[src/rtl/axi4l_mst_bridge_pkg.sv]
// Shared definitions for the AXI4-Lite master bridge: response codes, FSM states,
// the default timeout and a response decode helper.
package axi4l_mst_bridge_pkg;

    localparam logic [1:0] RESP_OKAY   = 2'b00;
    localparam logic [1:0] RESP_EXOKAY = 2'b01;
    localparam logic [1:0] RESP_SLVERR = 2'b10;
    localparam logic [1:0] RESP_DECERR = 2'b11;

    localparam int TMO_DEFAULT = 255;

    typedef enum logic [2:0] {
        ST_IDLE,
        ST_WREQ,
        ST_WRESP,
        ST_RREQ,
        ST_RRESP,
        ST_DONE
    } state_t;

    // SLVERR and DECERR both have bit 1 set; OKAY and EXOKAY do not.
    function automatic logic respIsErr(input logic [1:0] resp);
        return (resp == RESP_SLVERR) || (resp == RESP_DECERR);
    endfunction

endpackage

[src/rtl/axi4l_mst_bridge_if.sv]
// AXI4-Lite bus bundle between the bridge (master) and a fabric slave.
interface axi4l_mst_bridge_if #(
    parameter int ADDR_W = 32,
    parameter int DATA_W = 32
);
    logic [ADDR_W-1:0]   awaddr;
    logic [2:0]          awprot;
    logic                awvalid;
    logic                awready;
    logic [DATA_W-1:0]   wdata;
    logic [DATA_W/8-1:0] wstrb;
    logic                wvalid;
    logic                wready;
    logic [1:0]          bresp;
    logic                bvalid;
    logic                bready;
    logic [ADDR_W-1:0]   araddr;
    logic [2:0]          arprot;
    logic                arvalid;
    logic                arready;
    logic [DATA_W-1:0]   rdata;
    logic [1:0]          rresp;
    logic                rvalid;
    logic                rready;

    modport master (
        output awaddr, awprot, awvalid, input awready,
        output wdata, wstrb, wvalid,    input wready,
        input  bresp, bvalid,           output bready,
        output araddr, arprot, arvalid, input arready,
        input  rdata, rresp, rvalid,    output rready
    );

    modport slave (
        input  awaddr, awprot, awvalid, output awready,
        input  wdata, wstrb, wvalid,    output wready,
        output bresp, bvalid,           input bready,
        input  araddr, arprot, arvalid, output arready,
        output rdata, rresp, rvalid,    input rready
    );

endinterface

[src/rtl/axi4l_mst_bridge.sv]
// Single-outstanding AXI4-Lite master: turns a core req/gnt port into AW+W or AR
// transactions, with a saturating timeout that forces an error response.
module axi4l_mst_bridge
    import axi4l_mst_bridge_pkg::*;
#(
    parameter int ADDR_W  = 32,
    parameter int DATA_W  = 32,
    parameter int TMO_CYC = TMO_DEFAULT
) (
    input  logic                clk,
    input  logic                rst,
    input  logic                req_i,
    input  logic                we_i,
    input  logic [ADDR_W-1:0]   addr_i,
    input  logic [DATA_W-1:0]   wdata_i,
    input  logic [DATA_W/8-1:0] wstrb_i,
    output logic                gnt_o,
    output logic                rsp_valid_o,
    output logic [DATA_W-1:0]   rsp_rdata_o,
    output logic                rsp_err_o,
    output logic                busy_o,
    axi4l_mst_bridge_if.master  m_axi
);

    localparam int TMO_W = (TMO_CYC < 2) ? 1 : $clog2(TMO_CYC + 1);
    localparam bit TMO_EN = (TMO_CYC != 0);
    localparam logic [TMO_W-1:0] TMO_LAST = (TMO_CYC == 0) ? '0 : TMO_W'(TMO_CYC - 1);

    state_t              r_state;
    state_t              w_next;
    logic                r_awDone;
    logic                r_wDone;
    logic [ADDR_W-1:0]   r_addr;
    logic [DATA_W-1:0]   r_wdata;
    logic [DATA_W/8-1:0] r_wstrb;
    logic [DATA_W-1:0]   r_rdata;
    logic                r_err;
    logic                r_rspValid;
    logic [TMO_W-1:0]    r_tmo;

    logic w_awHs;
    logic w_wHs;
    logic w_bHs;
    logic w_arHs;
    logic w_rHs;
    logic w_inWait;
    logic w_tmoHit;

    assign gnt_o  = req_i & (r_state == ST_IDLE);
    assign busy_o = (r_state != ST_IDLE);

    assign m_axi.awaddr  = r_addr;
    assign m_axi.awprot  = 3'b000;
    assign m_axi.awvalid = (r_state == ST_WREQ) & ~r_awDone;
    assign m_axi.wdata   = r_wdata;
    assign m_axi.wstrb   = r_wstrb;
    assign m_axi.wvalid  = (r_state == ST_WREQ) & ~r_wDone;
    assign m_axi.bready  = (r_state == ST_WRESP);
    assign m_axi.araddr  = r_addr;
    assign m_axi.arprot  = 3'b000;
    assign m_axi.arvalid = (r_state == ST_RREQ);
    assign m_axi.rready  = (r_state == ST_RRESP);

    assign w_awHs = m_axi.awvalid & m_axi.awready;
    assign w_wHs  = m_axi.wvalid & m_axi.wready;
    assign w_bHs  = m_axi.bready & m_axi.bvalid;
    assign w_arHs = m_axi.arvalid & m_axi.arready;
    assign w_rHs  = m_axi.rready & m_axi.rvalid;

    // Timeout only applies while waiting on the fabric, never in DONE.
    assign w_inWait = (r_state == ST_WREQ) || (r_state == ST_WRESP) ||
                      (r_state == ST_RREQ) || (r_state == ST_RRESP);
    assign w_tmoHit = TMO_EN && w_inWait && (r_tmo == TMO_LAST);

    always_ff @(posedge clk) begin
        if (rst) begin
            r_state <= ST_IDLE;
        end else begin
            r_state <= w_next;
        end
    end

    // AW and W may complete in either order; the done flags remember the earlier one.
    always_comb begin
        w_next = r_state;
        case (r_state)
            ST_IDLE:  if (req_i) w_next = we_i ? ST_WREQ : ST_RREQ;
            ST_WREQ:  if ((r_awDone | w_awHs) & (r_wDone | w_wHs)) w_next = ST_WRESP;
            ST_WRESP: if (w_bHs) w_next = ST_DONE;
            ST_RREQ:  if (w_arHs) w_next = ST_RRESP;
            ST_RRESP: if (w_rHs) w_next = ST_DONE;
            ST_DONE:  w_next = ST_IDLE;
            default:  w_next = ST_IDLE;
        endcase
        if (w_tmoHit) begin
            w_next = ST_IDLE;
        end
    end

    always_ff @(posedge clk) begin
        if (rst) begin
            r_awDone   <= 1'b0;
            r_wDone    <= 1'b0;
            r_addr     <= '0;
            r_wdata    <= '0;
            r_wstrb    <= '0;
            r_rdata    <= '0;
            r_err      <= 1'b0;
            r_rspValid <= 1'b0;
            r_tmo      <= '0;
        end else begin
            r_rspValid <= 1'b0;
            if (gnt_o) begin
                r_addr   <= addr_i;
                r_wdata  <= wdata_i;
                r_wstrb  <= wstrb_i;
                r_awDone <= 1'b0;
                r_wDone  <= 1'b0;
                r_tmo    <= '0;
            end else begin
                if (busy_o && (r_tmo != {TMO_W{1'b1}})) begin
                    r_tmo <= r_tmo + 1'b1;
                end
                if (w_awHs) r_awDone <= 1'b1;
                if (w_wHs)  r_wDone  <= 1'b1;
            end

            if (w_tmoHit) begin
                r_rspValid <= 1'b1;
                r_err      <= 1'b1;
                r_rdata    <= '0;
            end else if (w_bHs) begin
                r_rspValid <= 1'b1;
                r_err      <= respIsErr(m_axi.bresp);
            end else if (w_rHs) begin
                r_rspValid <= 1'b1;
                r_err      <= respIsErr(m_axi.rresp);
                r_rdata    <= m_axi.rdata;
            end
        end
    end

    assign rsp_valid_o = r_rspValid;
    assign rsp_rdata_o = r_rdata;
    assign rsp_err_o   = r_err;

endmodule

[src/flat_wrapper.sv]
// flat-port wrapper written by rule: the top's interface ports become plain ports
module axi4l_mst_bridge_flat import axi4l_mst_bridge_pkg::*;
#(
    parameter int ADDR_W  = 32,
    parameter int DATA_W  = 32,
    parameter int TMO_CYC = TMO_DEFAULT
)
  (clk, rst, req_i, we_i, addr_i, wdata_i, wstrb_i, gnt_o, rsp_valid_o, rsp_rdata_o, rsp_err_o, busy_o, m_axi_awaddr, m_axi_awprot, m_axi_awvalid, m_axi_awready, m_axi_wdata, m_axi_wstrb, m_axi_wvalid, m_axi_wready, m_axi_bresp, m_axi_bvalid, m_axi_bready, m_axi_araddr, m_axi_arprot, m_axi_arvalid, m_axi_arready, m_axi_rdata, m_axi_rresp, m_axi_rvalid, m_axi_rready);
  axi4l_mst_bridge_if #(.ADDR_W(ADDR_W), .DATA_W(DATA_W)) m_axi_i ();
  input  logic clk;
  input  logic rst;
  input  logic req_i;
  input  logic we_i;
  input  logic [ADDR_W-1:0] addr_i;
  input  logic [DATA_W-1:0] wdata_i;
  input  logic [DATA_W/8-1:0] wstrb_i;
  output logic gnt_o;
  output logic rsp_valid_o;
  output logic [DATA_W-1:0] rsp_rdata_o;
  output logic rsp_err_o;
  output logic busy_o;
  output wire logic [$bits(m_axi_i.awaddr)-1:0] m_axi_awaddr;
  output wire logic [$bits(m_axi_i.awprot)-1:0] m_axi_awprot;
  output wire logic [$bits(m_axi_i.awvalid)-1:0] m_axi_awvalid;
  input wire logic [$bits(m_axi_i.awready)-1:0] m_axi_awready;
  output wire logic [$bits(m_axi_i.wdata)-1:0] m_axi_wdata;
  output wire logic [$bits(m_axi_i.wstrb)-1:0] m_axi_wstrb;
  output wire logic [$bits(m_axi_i.wvalid)-1:0] m_axi_wvalid;
  input wire logic [$bits(m_axi_i.wready)-1:0] m_axi_wready;
  input wire logic [$bits(m_axi_i.bresp)-1:0] m_axi_bresp;
  input wire logic [$bits(m_axi_i.bvalid)-1:0] m_axi_bvalid;
  output wire logic [$bits(m_axi_i.bready)-1:0] m_axi_bready;
  output wire logic [$bits(m_axi_i.araddr)-1:0] m_axi_araddr;
  output wire logic [$bits(m_axi_i.arprot)-1:0] m_axi_arprot;
  output wire logic [$bits(m_axi_i.arvalid)-1:0] m_axi_arvalid;
  input wire logic [$bits(m_axi_i.arready)-1:0] m_axi_arready;
  input wire logic [$bits(m_axi_i.rdata)-1:0] m_axi_rdata;
  input wire logic [$bits(m_axi_i.rresp)-1:0] m_axi_rresp;
  input wire logic [$bits(m_axi_i.rvalid)-1:0] m_axi_rvalid;
  output wire logic [$bits(m_axi_i.rready)-1:0] m_axi_rready;
  assign m_axi_awaddr = m_axi_i.awaddr;
  assign m_axi_awprot = m_axi_i.awprot;
  assign m_axi_awvalid = m_axi_i.awvalid;
  assign m_axi_i.awready = m_axi_awready;
  assign m_axi_wdata = m_axi_i.wdata;
  assign m_axi_wstrb = m_axi_i.wstrb;
  assign m_axi_wvalid = m_axi_i.wvalid;
  assign m_axi_i.wready = m_axi_wready;
  assign m_axi_i.bresp = m_axi_bresp;
  assign m_axi_i.bvalid = m_axi_bvalid;
  assign m_axi_bready = m_axi_i.bready;
  assign m_axi_araddr = m_axi_i.araddr;
  assign m_axi_arprot = m_axi_i.arprot;
  assign m_axi_arvalid = m_axi_i.arvalid;
  assign m_axi_i.arready = m_axi_arready;
  assign m_axi_i.rdata = m_axi_rdata;
  assign m_axi_i.rresp = m_axi_rresp;
  assign m_axi_i.rvalid = m_axi_rvalid;
  assign m_axi_rready = m_axi_i.rready;
  axi4l_mst_bridge #(.ADDR_W(ADDR_W), .DATA_W(DATA_W), .TMO_CYC(TMO_CYC)) u_core (.clk(clk), .rst(rst), .req_i(req_i), .we_i(we_i), .addr_i(addr_i), .wdata_i(wdata_i), .wstrb_i(wstrb_i), .gnt_o(gnt_o), .rsp_valid_o(rsp_valid_o), .rsp_rdata_o(rsp_rdata_o), .rsp_err_o(rsp_err_o), .busy_o(busy_o), .m_axi(m_axi_i));
endmodule
[config.mk]
export PLATFORM = sky130hd
export DESIGN_NAME = axi4l_mst_bridge_flat
export DESIGN_NICKNAME = d
export VERILOG_FILES = /design/src/rtl/axi4l_mst_bridge_pkg.sv /design/src/rtl/axi4l_mst_bridge_if.sv /design/src/rtl/axi4l_mst_bridge.sv /design/src/flat_wrapper.sv
export SDC_FILE = /design/constraint.sdc
export NUM_CORES = 1
export LEC_CHECK = 0
export BUFFER_PORTS_ARGS = -buffer_cell sky130_fd_sc_hd__buf_4
export CELL_PAD_IN_SITES_DETAIL_PLACEMENT = 1
export CELL_PAD_IN_SITES_GLOBAL_PLACEMENT = 2
export CORE_UTILIZATION = 23
export DETAILED_ROUTE_END_ITERATION = 8
export GPL_ROUTABILITY_DRIVEN = 0
export PLACE_DENSITY = 0.87
export SYNTH_ARGS = -nofsm -noshare
export SYNTH_HDL_FRONTEND = slang
export SYNTH_SLANG_ARGS = --single-unit
export TNS_END_PERCENT = 50
[constraint.sdc]
create_clock -name clk -period 1.73 [get_ports clk]
set_input_delay 0.0865 -clock clk [delete_from_list [all_inputs] [get_ports clk]]
set_output_delay 0.0865 -clock clk [all_outputs]
set_load 0.02 [all_outputs]
==> results.cfg, run 1 <==
[run_status]
result_of_the_run = completed

[floorplanning]
initial_util_pct = 23.5
boundaryPins = 260
fp.dieArea_um2 = 20500
floorplan.core_area_um2 = 19500
die_width_um = 143
fp-row-count = 51
die_height_um = 143

[layout]
mostFrequentLayoutCell = buf_4
diodes = 0
layout.cells.non_filler = 1181
area_growth_pct = 80.8
multiInputGateArea_um2 = 1790
final_core_utilization_pct = 42.5
fill_cells = 2332
nets = 1018
layout_common_cells = buf_4 (269), nand2_1 (202), dfxtp_1 (115), a21oi_1 (106), dlygate4sd3_1 (103)
layout-drive-gt1-share_pct = 34.3
sequential_cell_area_um2 = 2300

[routing]
viasPerCell = 4.26
post_drt_wl_per_cell_um = 14.7
first_iter_violations = 136
route.final.wire_length_um = 17400
drc_errors = 0
dr_vias = 5036
drt_pre_antenna_iters = 4
final_antenna_net_count = 0

[power_and_ir_drop]
clock_power_share_pct = 33.0
pwr-share-seq_pct = 30.4
comb_power_share_pct = 36.6
internal-power_mw = 7.31
power_per_cell_area_nw_per_um2 = 1360
power.net_switching_mw = 3.93
irDropWorstVdd_v = 0.000908
cellLeakagePower_nw = 3.62
switching_share_pct = 35.0

[global_route]
first_pass_grt_wire_length_um = 25300
number_of_antenna_violations_at_the_first_check_in_global_routing = 0
grt_max_degree = 68
globalRoute.totalOverflow = 0
first_global_vias = 5055
grt.total_usage_pct = 16.0

[synthesis]
synth_ff_type = dfxtp_1
synth.top_cells.by_area = dfxtp_1 (50%), nand2_1 (17%), a21oi_1 (12%), buf_4 (6.4%), clkbuf_1 (2.0%)
average_size_of_a_mapped_cell_um2 = 7.95
synth-async-reset-ratio_pct = 0
synthDominantCellAreaShare_pct = 50.3
netlist-cell-type-count = 42
ys_seq_area_share_pct = 50.3
count_of_flip_flops_with_a_built_in_enable_after_synthesis = 0
synthesis.instances = 576
yosys_register_bits = 115
count_of_yosys_warnings_during_synthesis = 0
synthDominantAreaCellType = dfxtp_1
synth.cell_area_um2 = 4580

[critical_path]
timing_worst_setup_path_type = reg -> reg
critPathRequiredTime_ns = 2.02
path_max_fanout = 16
setup.worst_path.end_class = flip-flop
critPathArrivalTime_ns = 1.92
startpoint_type = flip-flop

[clock_tree]
ctsLongestPathBuffers = 2
clock_tree.root_cell = clkbuf_16
clock_sinks = 115
tritoncts = done
cts-buffers-inserted = 17
clkSlewWorstSetupHoldPaths_ns = 0.06
clock_insertion_delay_worst_skew_ns = 0.41
ctsHtreeMaxLevel = 4

[timing]
final_max_slew_viol_count = 0
max_slew_margin_pct = 57.8
max_slew.worst_pin.slew_ns = 0.632
finalHoldViolations = 0
max_freq_mhz = 616
grt_setup_unrepaired = true
min_period_over_period_pct = 93.8
worst_clock_skew_ns = 0.00892
finalWorstPathRequiredPeriod_ns = 1.62
fin_setup_tns_ns = 0
timing.final.setup_violations = 0

[place]
hpwlAfterDp_um = 10600
placement.io_buffers = 251
place_inst = 1042

[hold_path]
hold_class = in -> reg

[job]
cap_viol_max_count = 0
cells in the mapped netlist (2+ instances only):
cell	n
and2_1	2
buf_4	39
a21oi_1	106
nor2_1	14
nor3_1	5
dfxtp_1	115
clkbuf_1	24
and3_1	2
inv_1	5
nand3_1	5
a311oi_1	2
nand2_1	203
clkbuf_8	3
o211ai_1	3
or3_1	2
buf_2	6
ha_1	2
o21ai_0	4
a31oi_1	4
nor4_1	2
buf_6	4
nor2b_1	2
nand2b_1	2
xor2_1	2
critical path, stage by stage (launching register included):
cell       delay (ns)
dfxtp_1          0.31
inv_1            0.06
ha_1             0.13
nand3_1          0.09
or4b_4           0.54
nand2b_4         0.14
clkbuf_16        0.19
a21oi_1          0.05
per-layer routing:
metal  share of wire, %  global-route usage (%)  wire length (um)  vias to the layer above
met5                  0                       0                 0                        -
met4                2.1                    6.56               361                        0
met3                5.2                    4.36               901                       24
met2                 52                    29.2              9050                      140
met1                 41                    17.3              7050                     2374
li1                   -                       -                 -                     2498
sequential cells by signal (all words and copies together), names as in the netlist:
signal and flops:
u_core.rsp_err_o 1, u_core.rsp_valid_o 1, u_core.m_axi.wstrb 4, u_core.r_tmo 8
u_core.r_awDone 1, u_core.m_axi.wdata 32, u_core.r_state 3, u_core.m_axi.araddr 32
u_core.rsp_rdata_o 32, u_core.r_wDone 1
area by class of cell:
cell class	instances	area share, %
repair buffers	379	38.8
flip-flops and latches	115	27.8
multi-input cells	384	21.6
clock buffers	20	5.28
well taps	265	4.01
clock inverters	12	2.21
inverters	6	0.302
through the flow:
| stage | setup WS (ns) | cell area, um^2 | total power [mW] | hold slack (ns) |
|---|---|---|---|---|
| 6_report | 0.107 | 8280 | 11.2 | 0.0245 |
| 2_1_floorplan | 0.141 | 4600 | 5.74 | 0.220 |
| 4_1_cts | 0.0242 | 8220 | 11.3 | 0.00704 |
| 3_3_place_gp | 0.108 | 6530 | 7.16 | 0.329 |
| 3_5_place_dp | 0.0838 | 6530 | 7.22 | 0.334 |
| 5_1_grt | -0.00365 | 8280 | 11.9 | 0.0488 |
final timing paths:
| path | startpoint | to | slack (ns) | depth (start not counted) |
|---|---|---|---|---|
| worst max register to register | u_core.r_tmo[0] | u_core.rsp_rdata_o[1] | 0.11 | 7 |
| worst max-delay path | u_core.r_tmo[0] | u_core.rsp_rdata_o[1] | 0.11 | 7 |
| worst min register to register | u_core.rsp_rdata_o[0] | u_core.rsp_rdata_o[0] | 0.45 | 2 |
| worst min-delay path | m_axi_arready | u_core.r_state[0] | 0.02 | 4 |
power by group through the flow:
stage          sequential (mW)  clock (mW)  combinational, mW
6_report                  3.42        3.71               4.11
5_1_grt                   3.47        3.94               4.44
3_3_place_gp              3.45           0               3.71
3_5_place_dp              3.47           0               3.75
2_1_floorplan             3.90           0               1.83
4_1_cts                   3.42        3.82               4.06
timing repair:
action / in CTS / in global routing
hold endpoints to repair: 104 / 0
hold buffers: 103 / 0
gates cloned: 1 / 2
gates resized for setup: 0 / 4
setup buffers: 1 / 0
endpoints found under the setup margin: 1 / 34
pin swaps: 1 / 1
kinds of logic (layout without fill, tap and decap cells):
family / Yosys count / in the layout / share of synthesized area, %
other cells: 1 / 6 / 0.0819
mux: 1 / 1 / 0.219
simple gates: 247 / 247 / 22.5
buf+inv: 82 / 417 / 11.4
compound gates: 125 / 125 / 14.5
fa+ha+maj: 2 / 2 / 0.546
xor+xnor: 3 / 3 / 0.574
flops: 115 / 115 / 50.3
Note: power is estimated with default switching activity, not from simulation.
==> run 2, diff against run 1 <==
--- a/config.mk
+++ b/config.mk
@@ -9,8 +9,10 @@
 export CELL_PAD_IN_SITES_DETAIL_PLACEMENT = 1
 export CELL_PAD_IN_SITES_GLOBAL_PLACEMENT = 2
 export CORE_UTILIZATION = 23
+export CTS_CLUSTER_SIZE = 28
 export DETAILED_ROUTE_END_ITERATION = 8
 export GPL_ROUTABILITY_DRIVEN = 0
+export HOLD_SLACK_MARGIN = 0.15
 export PLACE_DENSITY = 0.87
 export SYNTH_ARGS = -nofsm -noshare
 export SYNTH_HDL_FRONTEND = slang
==> results.cfg, run 2 (same netlist as run 1, synthesis figures left out) <==
[run_status]
result_of_the_run = completed

[critical_path]
startpoint_type = flip-flop
critical_path.startpoint = u_core.r_tmo[0]
cp_num_buf_inv = 1
critical_path.reg2reg.startpoint = u_core.r_tmo[0]
critical-path-slowest-cell = or4b_4
worstReg2RegEnd = u_core.rsp_err_o
setup.worst_path.end_class = flip-flop
timing.critical_path.cells = inv_1 -> ha_1 -> nand3_1 -> or4b_4 -> nor3b_1 -> a311oi_1
path_max_fanout = 4
timing_worst_setup_path_type = reg -> reg
timing.critical_path.max_delay_family = simple AND/OR/NAND/NOR gates
worst_path_largest_cell_delay_ns = 0.54
rrSetupSlack_ns = 0.10
critPathRequiredTime_ns = 2.04
worst-r2r-cell-count = 6
critPathArrivalTime_ns = 1.93

[layout]
layout-drive-gt1-share_pct = 34.1
layout_common_cells = buf_4 (269), nand2_1 (202), dfxtp_1 (115), dlygate4sd3_1 (109), a21oi_1 (106)
diodes = 0
nets = 1024
area_growth_pct = 82.1
mostFrequentLayoutCell = buf_4

[place]
detailedPlace.worstSlack_ns = 0.0838
hpwlAfterDp_um = 10600
placement.io_buffers = 251

[routing]
post_drt_wl_per_cell_um = 14.7
route.final.wire_length_um = 17500
drt_pre_antenna_iters = 4
viasPerCell = 4.28
first_iter_violations = 139
dr_vias = 5075
drc_errors = 0
final_antenna_net_count = 0

[hold_path]
timing.hold.worst.start = req_i
hold_class = in -> reg
timing.hold.worst_endpoint = u_core.r_state[1]
whs_path_depth = 4

[global_route]
grtUsageMet1_pct = 17.3
first_global_vias = 5078
grt_max_degree = 68
number_of_antenna_violations_at_the_first_check_in_global_routing = 0
use_met3_pct = 4.36
globalRouteMet2Util_pct = 29.4
globalRoute.totalOverflow = 0
grt.total_usage_pct = 16.1
first_pass_grt_wire_length_um = 25500
busiest_layer = met2

[floorplanning]
die_height_um = 143
fp.dieArea_um2 = 20500
die_width_um = 143
floorplan.core_area_um2 = 19500
boundaryPins = 260
fp-row-count = 51
initial_util_pct = 23.5

[clock_tree]
clock_tree.root_cell = clkbuf_16
clkSlewWorstSetupHoldPaths_ns = 0.06
ctsHtreeMaxLevel = 4
cts-buffers-inserted = 17
clock_sinks = 115
tritoncts = done
clock_insertion_delay_worst_skew_ns = 0.41
ctsLongestPathBuffers = 2

[timing]
worst_clock_skew_ns = 0.00881
finalWorstPathRequiredPeriod_ns = 1.63
final_max_slew_viol_count = 0
min_period_over_period_pct = 94.0
max_slew.worst_pin.slew_ns = 0.631
timing.final.setup_violations = 0
fin_setup_tns_ns = 0
hold-worst-slack_ns = 0.246
finalHoldViolations = 0
max_slew_margin_pct = 58.0
fin_ws_ns = 0.104
max_freq_mhz = 615

[power_and_ir_drop]
irDropWorstVdd_v = 0.000909
cellLeakagePower_nw = 3.65
post-layout-total-power_mw = 11.2
power_per_cell_area_nw_per_um2 = 1350

[job]
cap_viol_max_count = 0
-- run 2: layer usage --
| layer | up-vias | share of wire [%] |
|---|---|---|
| met2 | 150 | 52 |
| met5 | - | 0 |
| met1 | 2391 | 41 |
| li1 | 2509 | - |
| met3 | 25 | 5.3 |
| met4 | 0 | 2.1 |
-- run 2: worst reg2reg max path: stages (launching register included) --
cell and delay (ns):
dfxtp_1 0.31, inv_1 0.06, ha_1 0.13, nand3_1 0.09
or4b_4 0.54, nor3b_1 0.16, a311oi_1 0.24
-- run 2: what timing repair did --
item	CTS	global route
hold endpoints to repair	106	0
resized for setup	0	4
pin swaps	1	1
cloned	1	2
setup buffers	1	0
hold buffers	109	0
endpoints found under the setup margin	1	34
-- run 2: worst max-delay path by stage --
| stage | cells past startpoint | endpoint |
|---|---|---|
| 3_5_place_dp | 7 | u_core.rsp_rdata_o[15] |
| 2_1_floorplan | 6 | u_core.r_state[2] |
| 5_1_grt | 6 | u_core.rsp_err_o |
| 4_1_cts | 5 | gnt_o |
| 6_report | 6 | u_core.rsp_err_o |
| 3_3_place_gp | 7 | u_core.rsp_rdata_o[7] |
-- run 2: final cells by class --
| class | count | area (um^2) |
|---|---|---|
| sequential | 115 | 2300 |
| fill | 2336 | 11100 |
| clock buffer | 20 | 437 |
| clock inverter | 12 | 183 |
| timing repair buffer | 385 | 3270 |
| multi-input combinational | 384 | 1790 |
| tap | 265 | 332 |
| inverter | 6 | 25.0 |
-- run 2: through the flow --
stage | instance area, um^2 | cells | utilization [%]
after detailed placement | 6530 | 1042 | 33.5
after CTS | 8280 | 1185 | 42.5
final | 8340 | 1187 | 42.8
after global routing | 8340 | 1187 | 42.8
after global placement | 6530 | 1042 | 33.5
after floorplan | 4600 | 581 | -
-- run 2: where the power goes --
group | internal, mW | switching, mW | leakage, nW
Sequential | 3.11 | 0.313 | 0.937
Combinational | 1.79 | 2.33 | 2.42
Clock | 2.42 | 1.29 | 0.290
Total | 7.31 | 3.94 | 3.65
==> run 3, diff against run 2 <==
--- a/config.mk
+++ b/config.mk
@@ -5,15 +5,16 @@
 export SDC_FILE = /design/constraint.sdc
 export NUM_CORES = 1
 export LEC_CHECK = 0
+export ABC_AREA = 1
 export BUFFER_PORTS_ARGS = -buffer_cell sky130_fd_sc_hd__buf_4
 export CELL_PAD_IN_SITES_DETAIL_PLACEMENT = 1
 export CELL_PAD_IN_SITES_GLOBAL_PLACEMENT = 2
-export CORE_UTILIZATION = 23
+export CORE_UTILIZATION = 21
 export CTS_CLUSTER_SIZE = 28
 export DETAILED_ROUTE_END_ITERATION = 8
 export GPL_ROUTABILITY_DRIVEN = 0
 export HOLD_SLACK_MARGIN = 0.15
-export PLACE_DENSITY = 0.87
+export PLACE_DENSITY = 0.83
 export SYNTH_ARGS = -nofsm -noshare
 export SYNTH_HDL_FRONTEND = slang
 export SYNTH_SLANG_ARGS = --single-unit
==> constraint.sdc (replaced) <==
create_clock -name clk -period 1.45 [get_ports clk]
set_input_delay 0.0725 -clock clk [delete_from_list [all_inputs] [get_ports clk]]
set_output_delay 0.0725 -clock clk [all_outputs]
set_load 0.02 [all_outputs]
==> results.cfg, run 3 <==
[global_route]
grtUsageMet1_pct = 17.3
globalRouteMet2Util_pct = 28.5
globalRoute.totalOverflow = 0
busiest_layer = met2
use_met3_pct = 4.00
first_pass_grt_wire_length_um = 29100
grt.total_usage_pct = 15.7
first_global_vias = 5661
grt_max_degree = 52
number_of_antenna_violations_at_the_first_check_in_global_routing = 0

[floorplanning]
fp.dieArea_um2 = 23400
initial_util_pct = 21.7
die_height_um = 153
die_width_um = 153
fp-row-count = 54
floorplan.core_area_um2 = 22100
boundaryPins = 260

[routing]
drc_errors = 0
route.final.wire_length_um = 19200
first_iter_violations = 164
drt_pre_antenna_iters = 4
final_antenna_net_count = 0
viasPerCell = 4.30
dr_vias = 5397
post_drt_wl_per_cell_um = 15.3

[synthesis]
ys_seq_area_share_pct = 48.0
synth-async-reset-ratio_pct = 0
most_frequent_cell_after_synthesis = nand2_1
synthDominantCellAreaShare_pct = 48.0
synthesis.instances = 614
count_of_flip_flops_with_a_built_in_enable_after_synthesis = 0
yosys_register_bits = 115
synth.cell_area_um2 = 4790
synth_ff_type = dfxtp_1
synth.top_cells.by_area = dfxtp_1 (48%), nand2_1 (15%), a21oi_1 (11%), buf_4 (5.9%), nand3_1 (4.1%)
count_of_yosys_warnings_during_synthesis = 0
netlist-cell-type-count = 30
average_size_of_a_mapped_cell_um2 = 7.81
synthDominantAreaCellType = dfxtp_1
netlist_top_cells_count = nand2_1 (195), dfxtp_1 (115), a21oi_1 (102)

[timing]
worst_clock_skew_ns = 0.00811
final_max_slew_viol_count = 0
grt_setup_unrepaired = true
max_freq_mhz = 690
fin_setup_tns_ns = 0
finalHoldViolations = 0
finalWorstPathRequiredPeriod_ns = 1.45
fin_ws_ns = 0.00163
min_period_over_period_pct = 99.9
timing.final.setup_violations = 0

[place]
placement.io_buffers = 251
hpwlAfterDp_um = 11300
place_area_um2 = 6810
detailedPlace.worstSlack_ns = -0.000264

[clock_tree]
ctsHtreeMaxLevel = 4
clkSlewWorstSetupHoldPaths_ns = 0.05
clock_sinks = 115
clock_tree.root_cell = clkbuf_16
cts-buffers-inserted = 17
clock_insertion_delay_worst_skew_ns = 0.41
ctsLongestPathBuffers = 2
tritoncts = done

[layout]
nets = 1077
diodes = 0
layout_common_cells = buf_4 (264), nand2_1 (191), dlygate4sd3_1 (109), dfxtp_1 (108), a21oi_1 (101)
layout-drive-gt1-share_pct = 38.5
mostFrequentLayoutCell = buf_4
area_growth_pct = 86.4
final_instance_area_um2 = 8930
fill_cells = 2614

[power_and_ir_drop]
cellLeakagePower_nw = 3.89
irDropWorstVdd_v = 0.000772
power_per_cell_area_nw_per_um2 = 1590
post-layout-total-power_mw = 14.2

[critical_path]
timing_worst_setup_path_type = reg -> out
critPathRequiredTime_ns = 1.38
startpoint_type = flip-flop
setup.worst_path.end_class = output port
critical_path_cell_count = 7
worst-r2r-cell-count = 7
timing.critical_path.cells = nor2_4 -> nand2_4 -> inv_6 -> nand2_8 -> inv_12 -> buf_12 -> buf_8
timing.critical_path.max_delay_family = flip-flops
cp_num_buf_inv = 4
critPathArrivalTime_ns = 1.38
critical-path-slowest-cell = dfxtp_4
worst_path_largest_cell_delay_ns = 0.36
path_max_fanout = 5

[job]
cap_viol_max_count = 0

[hold_path]
hold_class = in -> reg
whs_path_depth = 5

[run_status]
result_of_the_run = completed
-- run 3: what timing repair did --
| action | CTS | global route |
|---|---|---|
| endpoints found under the setup margin | 46 | 117 |
| buffers inserted | 7 | 2 |
| cloned | 1 | 5 |
| hold buffers | 109 | 0 |
| pin swaps | 4 | 10 |
| resized for setup | 18 | 36 |
| endpoints found under the hold margin | 105 | 0 |
-- run 3: worst paths after layout --
path | startpoint | to | slack (ns)
setup / recovery | u_core.r_state[0] | gnt_o | 0.002
hold / removal | req_i | u_core.m_axi.araddr[14] | 0.19
setup reg to reg | u_core.r_tmo[0] | u_core.r_tmo[2] | 0.07
hold reg to reg | u_core.rsp_rdata_o[31] | u_core.rsp_rdata_o[31] | 0.46
-- run 3: logic make-up (layout without fill, tap and decap cells) --
group | count (synthesis) | in the layout | synth area share [%]
flip-flops | 115 | 115 | 48.0
adder cells (fa/ha/maj) | 2 | 2 | 0.522
buffers and inverters | 96 | 452 | 12.4
other | 1 | 6 | 0.0782
AND/OR/NAND/NOR | 278 | 278 | 25.0
AO/OA/AOI/OAI | 120 | 120 | 13.6
XOR/XNOR | 2 | 2 | 0.365
-- run 3: metrics by stage --
| step | instances | hold WS [ns] | utilization (%) |
|---|---|---|---|
| after floorplan | 619 | 0.209 | - |
| after global placement | 1099 | 0.324 | 30.8 |
| after detailed placement | 1099 | 0.332 | 30.8 |
| after CTS | 1248 | 0.180 | 39.3 |
| after global routing | 1255 | 0.185 | 40.4 |
| final | 1255 | 0.193 | 40.4 |
-- run 3: final cells by class --
cell class,instances,area [um^2],share of cell area (%)
Timing Repair Buffer,397,3520,39.4
Sequential cell,115,2320,25.9
Multi-Input combinational cell,408,1990,22.3
Clock buffer,19,443,4.96
Tap cell,280,350,3.92
Clock inverter,13,208,2.32
Inverter,23,106,1.19
-- run 3: power by group --
group	total [mW]	leakage (nW)	internal [mW]	switching, mW
logic	5.45	2.64	2.42	3.03
registers	4.07	0.940	3.69	0.382
clock network	4.72	0.305	3.09	1.62
total	14.2	3.89	9.20	5.04
-- run 3: routing by layer --
layer / vias to the layer above / routed length [um]
met3: 25 / 824
met5: - / 0
met1: 2585 / 7930
met4: 0 / 402
met2: 146 / 10000
li1: 2641 / -
-- run 3: tightest hold or removal path: stages --
cell,delay [ns]
buf_4,0.12
nand2_8,0.07
buf_6,0.16
nand2_1,0.08
a21oi_2,0.05
